### config.mk
export PLATFORM = sky130hd
export DESIGN_NAME = nbits_pipelined_adder
export DESIGN_NICKNAME = d
export VERILOG_FILES = /design/src/rtl/nbits_pipelined_adder.sv
export SDC_FILE = /design/constraint.sdc
export NUM_CORES = 1
export LEC_CHECK = 0
export ABC_AREA = 1
export CAP_MARGIN = 40
export CORE_AREA = 2 2 129 131
export CTS_BUF_LIST = sky130_fd_sc_hd__clkbuf_8 sky130_fd_sc_hd__clkbuf_16
export DETAILED_ROUTE_END_ITERATION = 8
export DIE_AREA = 0 0 131 133
export SLEW_MARGIN = 10
export SYNTH_ARGS = -nofsm -noshare
export SYNTH_HDL_FRONTEND = slang
export SYNTH_SLANG_ARGS = --single-unit
### constraint.sdc
create_clock -name clk -period 2 [get_ports clk]
set_clock_uncertainty 0.05 [all_clocks]
set_input_delay 0.4 -clock clk [delete_from_list [all_inputs] [get_ports clk]]
set_output_delay 0.4 -clock clk [all_outputs]
set_load 0.05 [all_outputs]
### src/rtl/nbits_pipelined_adder.sv
// nbits_pipelined_adder
// WIDTH-bit add/subtract with the carry chain split into STAGES equal slices,
// one slice resolved per register stage. Upper operand slices travel forward
// with each beat until their stage. Lower result slices are carried along so
// the whole sum appears together at the output.
//
// Handshake (valid/ready): a beat moves across an interface on a rising edge
// where valid && ready are both high. in_valid/out_valid must not depend on
// the ready they are paired with. The whole pipeline advances as one unit:
// adv = !out_valid || out_ready. When adv=0, every stage register holds,
// including the valid bits, so the presented result is stable. in_ready is adv.
module nbits_pipelined_adder #(
  parameter int WIDTH  = 16,
  parameter int STAGES = 4
) (
  input  logic             clk,
  input  logic             rst_n,
  input  logic             in_valid,
  output logic             in_ready,
  input  logic [WIDTH-1:0] a,
  input  logic [WIDTH-1:0] b,
  input  logic             cin,
  input  logic             sub,
  output logic             out_valid,
  input  logic             out_ready,
  output logic [WIDTH-1:0] s,
  output logic             cout,
  output logic             ovf
);

  localparam int SW  = (STAGES >= 1) ? (WIDTH / STAGES) : 1;
  localparam int REM = (STAGES >= 1) ? (WIDTH % STAGES) : 1;

  if (WIDTH < 1 || STAGES < 1 || REM != 0) begin : g_bad_params
    $error("nbits_pipelined_adder: WIDTH must be >= 1 and STAGES >= 1 must divide WIDTH");
  end

  logic             adv;
  logic [WIDTH-1:0] b_eff;
  logic             c_eff;

  // Subtraction is a + ~b + ~cin, so that a borrow-in of 1 subtracts one more.
  assign b_eff    = sub ? ~b : b;
  assign c_eff    = sub ? ~cin : cin;
  assign adv      = !out_valid || out_ready;
  assign in_ready = adv;

  for (genvar k = 0; k < STAGES; k++) begin : g_stage
    // LO: lowest bit index this stage resolves.
    // PW: operand bits still pending when a beat enters this stage.
    localparam int LO = k * SW;
    localparam int PW = WIDTH - LO;

    logic             v_in;
    logic             c_in;
    logic [PW-1:0]    a_in;
    logic [PW-1:0]    b_in;
    logic [SW:0]      sum;
    logic [LO+SW-1:0] s_next;

    logic             v_r;
    logic             c_r;
    logic [LO+SW-1:0] s_r;

    if (k == 0) begin : g_src
      assign v_in   = in_valid;
      assign c_in   = c_eff;
      assign a_in   = a;
      assign b_in   = b_eff;
      assign s_next = sum[SW-1:0];
    end else begin : g_src
      assign v_in   = g_stage[k-1].v_r;
      assign c_in   = g_stage[k-1].c_r;
      assign a_in   = g_stage[k-1].g_fwd.a_r;
      assign b_in   = g_stage[k-1].g_fwd.b_r;
      assign s_next = {sum[SW-1:0], g_stage[k-1].s_r};
    end

    // The slice adder: the low SW pending bits plus the carry from below.
    assign sum = {1'b0, a_in[SW-1:0]} + {1'b0, b_in[SW-1:0]} + {{SW{1'b0}}, c_in};

    // Valid bit, slice carry and accumulated low result for this stage.
    always_ff @(posedge clk or negedge rst_n) begin
      if (!rst_n) begin
        v_r <= 1'b0;
        c_r <= 1'b0;
        s_r <= '0;
      end else if (adv) begin
        v_r <= v_in;
        c_r <= sum[SW];
        s_r <= s_next;
      end
    end

    if (k < STAGES - 1) begin : g_fwd
      // Operand slices not yet added. They shrink by one slice per stage.
      logic [PW-SW-1:0] a_r;
      logic [PW-SW-1:0] b_r;

      // Skew register: carry the unresolved upper operand slices forward.
      always_ff @(posedge clk or negedge rst_n) begin
        if (!rst_n) begin
          a_r <= '0;
          b_r <= '0;
        end else if (adv) begin
          a_r <= a_in[PW-1:SW];
          b_r <= b_in[PW-1:SW];
        end
      end
    end

    if (k == STAGES - 1) begin : g_last
      logic ovf_r;
      logic ovf_next;

      // The carry into the MSB is a^b^s at the MSB. Overflow is that carry
      // XOR the carry out of the MSB.
      assign ovf_next = a_in[PW-1] ^ b_in[PW-1] ^ sum[SW-1] ^ sum[SW];

      // Overflow flag, captured alongside the final slice.
      always_ff @(posedge clk or negedge rst_n) begin
        if (!rst_n) begin
          ovf_r <= 1'b0;
        end else if (adv) begin
          ovf_r <= ovf_next;
        end
      end
    end
  end

  assign out_valid = g_stage[STAGES-1].v_r;
  assign s         = g_stage[STAGES-1].s_r;
  assign cout      = g_stage[STAGES-1].c_r;
  assign ovf       = g_stage[STAGES-1].g_last.ovf_r;

endmodule

==> results_dict.tcl, run 1 <==
set metrics [dict create \
    dp_hpwl_um 6750 \
    path_cells "clkdlybuf4s50_1" \
    path_class "reg -> out" \
    max-cap-violations 0 \
    yosys_warnings 0 \
    yosysTopAreaCell "dfrtp_1" \
    crit_path_top_delay_cell "clkdlybuf4s50_1" \
    outcome "completed" \
    worstPathArrival_ps 1520 \
    yosys.area.top_type_share_pct 55.5 \
    wl_um 9400 \
    synth_area_mm2 0.00438 \
    fin_nets 598 \
    synth_area_leaders "dfrtp_1 (55%), nand2_1 (18%), o21ai_0 (4.5%), fa_1 (3.7%), ha_1 (3.4%)" \
    synth.net_count 535 \
    place.gp.congestion 0.768 \
    worstHoldPathType "reg -> reg" \
    fin_crit_ps 1970 \
    die_h_um 133 \
    synthSimpleGateAreaFrac_pct 21.2 \
    clockBufferDepth 2 \
    cp.required_ps 1550 \
    max_stage_delay_ps 810 \
    max_freq_ghz 0.509 \
    cts_sinks 97 \
    worstSetupStartpointType "flip-flop" \
    finalPower_mw 8.61 \
    finalSetupViolations 0 \
    dieWidth_um 131 \
    critPathTopFamily "buffers and inverters" \
    hold_viol_final 0 \
    drt-initial-drc-count 197 \
    ios 58 \
    synthMuxAreaShare_pct 0 \
    period_share_pct 98.3 \
    diodes 0 \
    critPathBufInv 1 \
    irDropWorstVdd_mv 0.523 \
    yosysSeqAreaShare_pct 55.5 \
    fill_cells 1651 \
    finalMaxSlewViolations 0 \
    start_util_pct 27.1 \
    cts_tree "yes" \
    drc 0 \
    core_area_mm2 0.0162 \
    grt_pass1_vias 3370 \
    power_density_mw_per_mm2 1560 \
    track_usage_pct 11.7 \
    synth_compound_area_share_pct 6.29 \
    synth_top_family_by_area "simple AND/OR/NAND/NOR gates" \
    wl_per_cell_um 12.3 \
    ys_types 19 \
    crit_fanout 2 \
    firstDrtPassIters 4 \
    io_buffers 57 \
    grt_setup_unrepaired "false" \
    cts_inserted_buffers 9 \
    viasPerCell 4.16 \
    cts_root_buf "clkbuf_16" \
    final_core_utilization_pct 34.1 \
    synth_fa_ha_area_share_pct 7.09 \
    area_growth_pct 26.1 \
    drive_above_1_share_pct 10.3 \
    fp-row-count 47 \
    htree_num_levels 3 \
    overflow 0 \
    holdWs_ps 407 \
    relSlewSlack_pct 66.3 \
    grt_pass1_wl_um 16000 \
    insertion_delay_ps 350 \
    route.vias.total 3183 \
    netlist_instances 477 \
    grt_max_degree 42 \
    end_kind "output port" \
    antenna_found_initial 0 \
    ys_seq_elements 97 \
    dieArea_mm2 0.0174 \
    syn_avg_cell_area_um2 9.17 \
    worst_pin_slew_ps 504 \
    p_leak_nw 2.73 \
    path_clk_slew_ps 70 \
    ant_nets 0 \
    synth-xor-area-share_pct 3.40 \
]
==> cells in the final DEF (no fill, tap or decap), drive strengths merged, types with 2 or more instances in the layout <==
cell and instances:
nand2 211, dfrtp 97, o21ai 45, clkdlybuf4s50 37
buf 33, inv 31, nand3 15, xnor2 12
ha 12, nor2 12, clkbuf 10, fa 8
a21oi 7, xor2 5, o31ai 2, dlymetal6s2s 2
clkinv 2
==> sequential cells by signal, summed over array words and instances, names as in the netlist <==
register	flops
g_stage.g_fwd.a_r	24
g_stage.g_fwd.b_r	24
g_stage.s_r	24
s	16
g_stage.c_r	3
g_stage.v_r	3
cout	1
out_valid	1
ovf	1
==> synthesized netlist by cell type <==
| cell type | number |
|---|---|
| o21ai_1 | 6 |
| dfrtp_1 | 97 |
| fa_1 | 8 |
| buf_6 | 10 |
| xnor2_1 | 12 |
| or2_2 | 1 |
| nand2_1 | 211 |
| xor2_1 | 5 |
| nor2_1 | 11 |
| inv_1 | 27 |
| inv_2 | 1 |
| nor2_4 | 1 |
| buf_2 | 11 |
| ha_1 | 12 |
| buf_8 | 1 |
| o31ai_1 | 2 |
| nand3_1 | 15 |
| o21ai_0 | 39 |
| a21oi_1 | 7 |
==> per-stage QoR <==
step	setup TNS (ps)	setup slack (ps)	instance area (um^2)	std cells
CTS	0	5.18	5510	765
floorplan	-21.5	-21.5	4380	477
global placement	-1270	-392	5180	747
detailed placement	-1580	-430	5180	747
finish	0	34.5	5520	765
global route	0	2.84	5520	765
==> what timing repair did <==
action,in CTS,in global routing
buffers inserted,1,0
resized for setup,6,2
pin swaps,3,2
hold buffers,1,0
hold endpoints to repair,30,0
setup endpoints to repair,3,3
==> path summary, 6_finish.rpt <==
kind | start | end | slack, ps | cells past startpoint
min in group asynchronous | rst_n | g_stage[2].s_r[9] | 490 | 2
worst max-delay path | s[3] | s[3] | 30 | 1
max in group asynchronous | rst_n | g_stage[2].g_fwd.b_r[0] | 840 | 3
worst min register to register | g_stage[2].v_r | out_valid | 410 | 2
worst min-delay path | g_stage[2].v_r | out_valid | 410 | 2
worst max register to register | g_stage[0].c_r | g_stage[1].c_r | 190 | 6
==> cell type report <==
class / instances / area [um^2] / share of cell area [%]
sequential: 97 / 2430 / 44.0
multi-input combinational: 330 / 1680 / 30.4
timing repair buffer: 74 / 728 / 13.2
tap: 220 / 275 / 4.99
clock buffer: 10 / 239 / 4.33
inverter: 28 / 105 / 1.90
clock inverter: 6 / 65.1 / 1.18
==> where the power goes <==
part	switching, mW	total, mW	leakage [nW]	internal, mW
Sequential	0.471	3.30	1.17	2.83
Combinational	2.25	3.54	1.40	1.29
Clock	0.753	1.76	0.155	1.01
==> layer usage <==
metal  share of wire [%]  global-route usage (%)  vias up
met5                   0                       0        -
met1                  46                    15.1     1494
li1                    -                       -     1610
met4                 2.8                    5.85        0
met2                  46                    17.9       59
met3                 5.4                    3.32       20
==> cell families after synthesis <==
family	Yosys count
flops	97
simple gates	239
xor+xnor	17
compound gates	54
fa+ha+maj	20
buf+inv	50
Note: power is estimated with default switching activity, not from simulation.
==> run 2: changes to the inputs <==
ABC_AREA = unset   (was 1)
CAP_MARGIN = unset   (was 40)
CORE_AREA = 2 2 127 129   (was 2 2 129 131)
DIE_AREA = 0 0 129 131   (was 0 0 131 133)
RECOVER_POWER = 25   (was unset)
==> run 2 against run 1 <==
Compared with the run above: critical path depth stayed put; count of clock-buffer cells in the layout stayed put; worst setup slack better by 19 ps; maximum frequency is 0.98% higher; global-route usage is 0.57 points lower; synthesized cell count is 5.9% lower; power is 0.48% lower; sequential power hardly changed; die area is 3.0% lower; routed wire length is 11% lower; flip-flop and latch count stayed put; utilization is 0.86 points higher; largest power group unchanged.
==> results_dict.tcl, run 2 <==
set metrics [dict create \
    wl_per_cell_um 11.5 \
    end_kind "output port" \
    yosys_warnings 0 \
    yosys.area.top_type_share_pct 56.6 \
    worst_pin_slew_ps 1030 \
    path_cells "clkdlybuf4s50_1" \
    wl_um 8420 \
    cp.required_ps 1550 \
    final_cell_area_mm2 0.00546 \
    cts_tree "yes" \
    drt-initial-drc-count 138 \
    finalSetupViolations 0 \
    insertion_delay_ps 340 \
    synth.net_count 507 \
    overflow 0 \
    grt_pass1_vias 3095 \
    p_leak_nw 2.68 \
    rrSetupSlack_ps 110 \
    period_share_pct 97.3 \
    yosysTopAreaCell "dfrtp_1" \
    core_area_mm2 0.0156 \
    placed_area_mm2 0.00517 \
    track_usage_pct 11.1 \
    critPathCapture "s[14]" \
    dieArea_mm2 0.0169 \
    cts_sinks 97 \
    place.gp.congestion 0.753 \
    yosysSeqAreaShare_pct 56.6 \
    path_class "reg -> out" \
    final_common_cell "nand2_1" \
    grt_setup_unrepaired "false" \
    io_buffers 57 \
    crit_fanout 2 \
    syn_avg_cell_area_um2 9.54 \
    max_stage_delay_ps 800 \
    ys_top_cells_by_count "nand2_1 (225), dfrtp_1 (97), o21ai_0 (21), xnor2_1 (16), a21oi_1 (13)" \
    synth_area_mm2 0.00429 \
    power_density_mw_per_mm2 1570 \
    worstPathArrival_ps 1500 \
    ys_seq_elements 97 \
    synth_area_leaders "dfrtp_1 (57%), nand2_1 (20%), fa_1 (3.7%), ha_1 (3.5%), xnor2_1 (3.3%)" \
    area_growth_pct 27.3 \
    cts_setup_buffers 0 \
    grt_pass1_wl_um 14600 \
    max_freq_ghz 0.514 \
    viasPerCell 4.11 \
    fill_cells 1622 \
    fin_nets 566 \
    synthArstFlopShare_pct 100 \
    drive_above_1_share_pct 9.16 \
    crit_start "s[14]" \
    r2r-start "g_stage[0].c_r" \
    synth_flop_cell "dfrtp_1" \
    drc 0 \
    fp-row-count 46 \
    cts_hold_buffers 0 \
    fin_crit_ps 1950 \
    finalMaxSlewViolations 0 \
    max-cap-violations 0 \
    rr_worst_depth 5 \
    irDropWorstVdd_mv 0.529 \
    firstDrtPassIters 6 \
    path_clk_slew_ps 70 \
    ant_nets 0 \
    worstSetupStartpointType "flip-flop" \
    cp.depth 1 \
    critPathTopFamily "buffers and inverters" \
    outcome "completed" \
    holdWs_ps 182 \
    mostFrequentLayoutCells "nand2_1 (225), dfrtp_1 (97), clkdlybuf4s50_1 (42)" \
    diodes 0 \
    ios 58 \
    netlist_instances 449 \
    grt_max_degree 87 \
    antenna_found_initial 0 \
    die_h_um 131 \
    dp_hpwl_um 5820 \
    critPathBufInv 1 \
    synth_edf_count 0 \
    r2r-end "g_stage[1].c_r" \
    top_regs "g_stage.g_fwd.a_r x24, g_stage.g_fwd.b_r x24, g_stage.s_r x24" \
    crit_path_top_delay_cell "clkdlybuf4s50_1" \
    hold_viol_final 0 \
    start_util_pct 27.5 \
    synth.most_common_cell "nand2_1" \
    htree_num_levels 3 \
    cts_inserted_buffers 9 \
    route.vias.total 2996 \
    relSlewSlack_pct 31.4 \
    ys_types 20 \
    dieWidth_um 129 \
    worstHoldPathType "in -> async" \
    clockBufferDepth 2 \
    cts_root_buf "clkbuf_16" \
]
[run 2: cell count changes after synthesis, moves of 6 or more]
cell / previous run / this run
inv_1: 27 / 3
o21ai_0: 39 / 21
nand3_1: 15 / 0
nand2_1: 211 / 225
a21o_1: 0 / 7
a21oi_1: 7 / 13
buf_4: 0 / 6
o21ai_1: 6 / 0
[run 2: metrics by stage]
step / total power, mW / std cells / setup TNS, ps / setup slack (ps) / utilization, %
floorplan: 5.83 / 449 / -123 / -123 / -
global placement: 6.81 / 713 / -1620 / -528 / 33.1
detailed placement: 6.94 / 713 / -1710 / -561 / 33.1
CTS: 8.72 / 729 / 0 / 6.91 / 35.1
global route: 9.32 / 729 / 0 / 1.07 / 35.0
finish: 8.57 / 729 / 0 / 53.7 / 35.0
[run 2: what timing repair did]
item / CTS / global route
setup endpoints to repair: 3 / 2
pin swaps: 2 / 0
gates resized for setup: 2 / 2
[run 2: cells by family after synthesis]
logic type	Yosys count	synth area share (%)
flip-flops	97	56.6
buffers and inverters	27	4.17
AO/OA/AOI/OAI	43	5.61
adder cells (fa/ha/maj)	20	7.24
AND/OR/NAND/NOR	236	21.0
XOR/XNOR	26	5.31
[run 2: final cells by class]
class / count / area (um^2) / area share (%)
Sequential cell: 97 / 2430 / 44.5
Inverter: 4 / 17.5 / 0.321
Clock buffer: 10 / 239 / 4.38
Multi-Input combinational cell: 325 / 1690 / 31.0
Tap cell: 216 / 270 / 4.95
Timing Repair Buffer: 71 / 746 / 13.7
Clock inverter: 6 / 65.1 / 1.19
[run 2: routing by layer]
layer | vias to the layer above | track usage (%) | part of all wire, %
li1 | 1515 | - | -
met1 | 1402 | 14.0 | 47
met2 | 67 | 18.1 | 47
met3 | 12 | 2.36 | 4.2
met4 | 0 | 5.82 | 2.4
met5 | - | 0 | 0
[run 2: worst min path at each step]
| stage | startpoint | end | slack [ps] | depth (start not counted) |
|---|---|---|---|---|
| CTS | rst_n | cout | 10 | 1 |
| finish | rst_n | cout | 180 | 1 |
| global route | rst_n | cout | 260 | 1 |
| global placement | rst_n | g_stage[0].v_r | 380 | 1 |
| floorplan | rst_n | cout | 50 | 0 |
| detailed placement | rst_n | g_stage[0].v_r | 390 | 1 |
[run 2: where the power goes]
part / switching [mW] / leakage [nW] / internal [mW]
clock network: 0.748 / 0.149 / 1.01
logic: 2.09 / 1.36 / 1.39
registers: 0.495 / 1.18 / 2.84
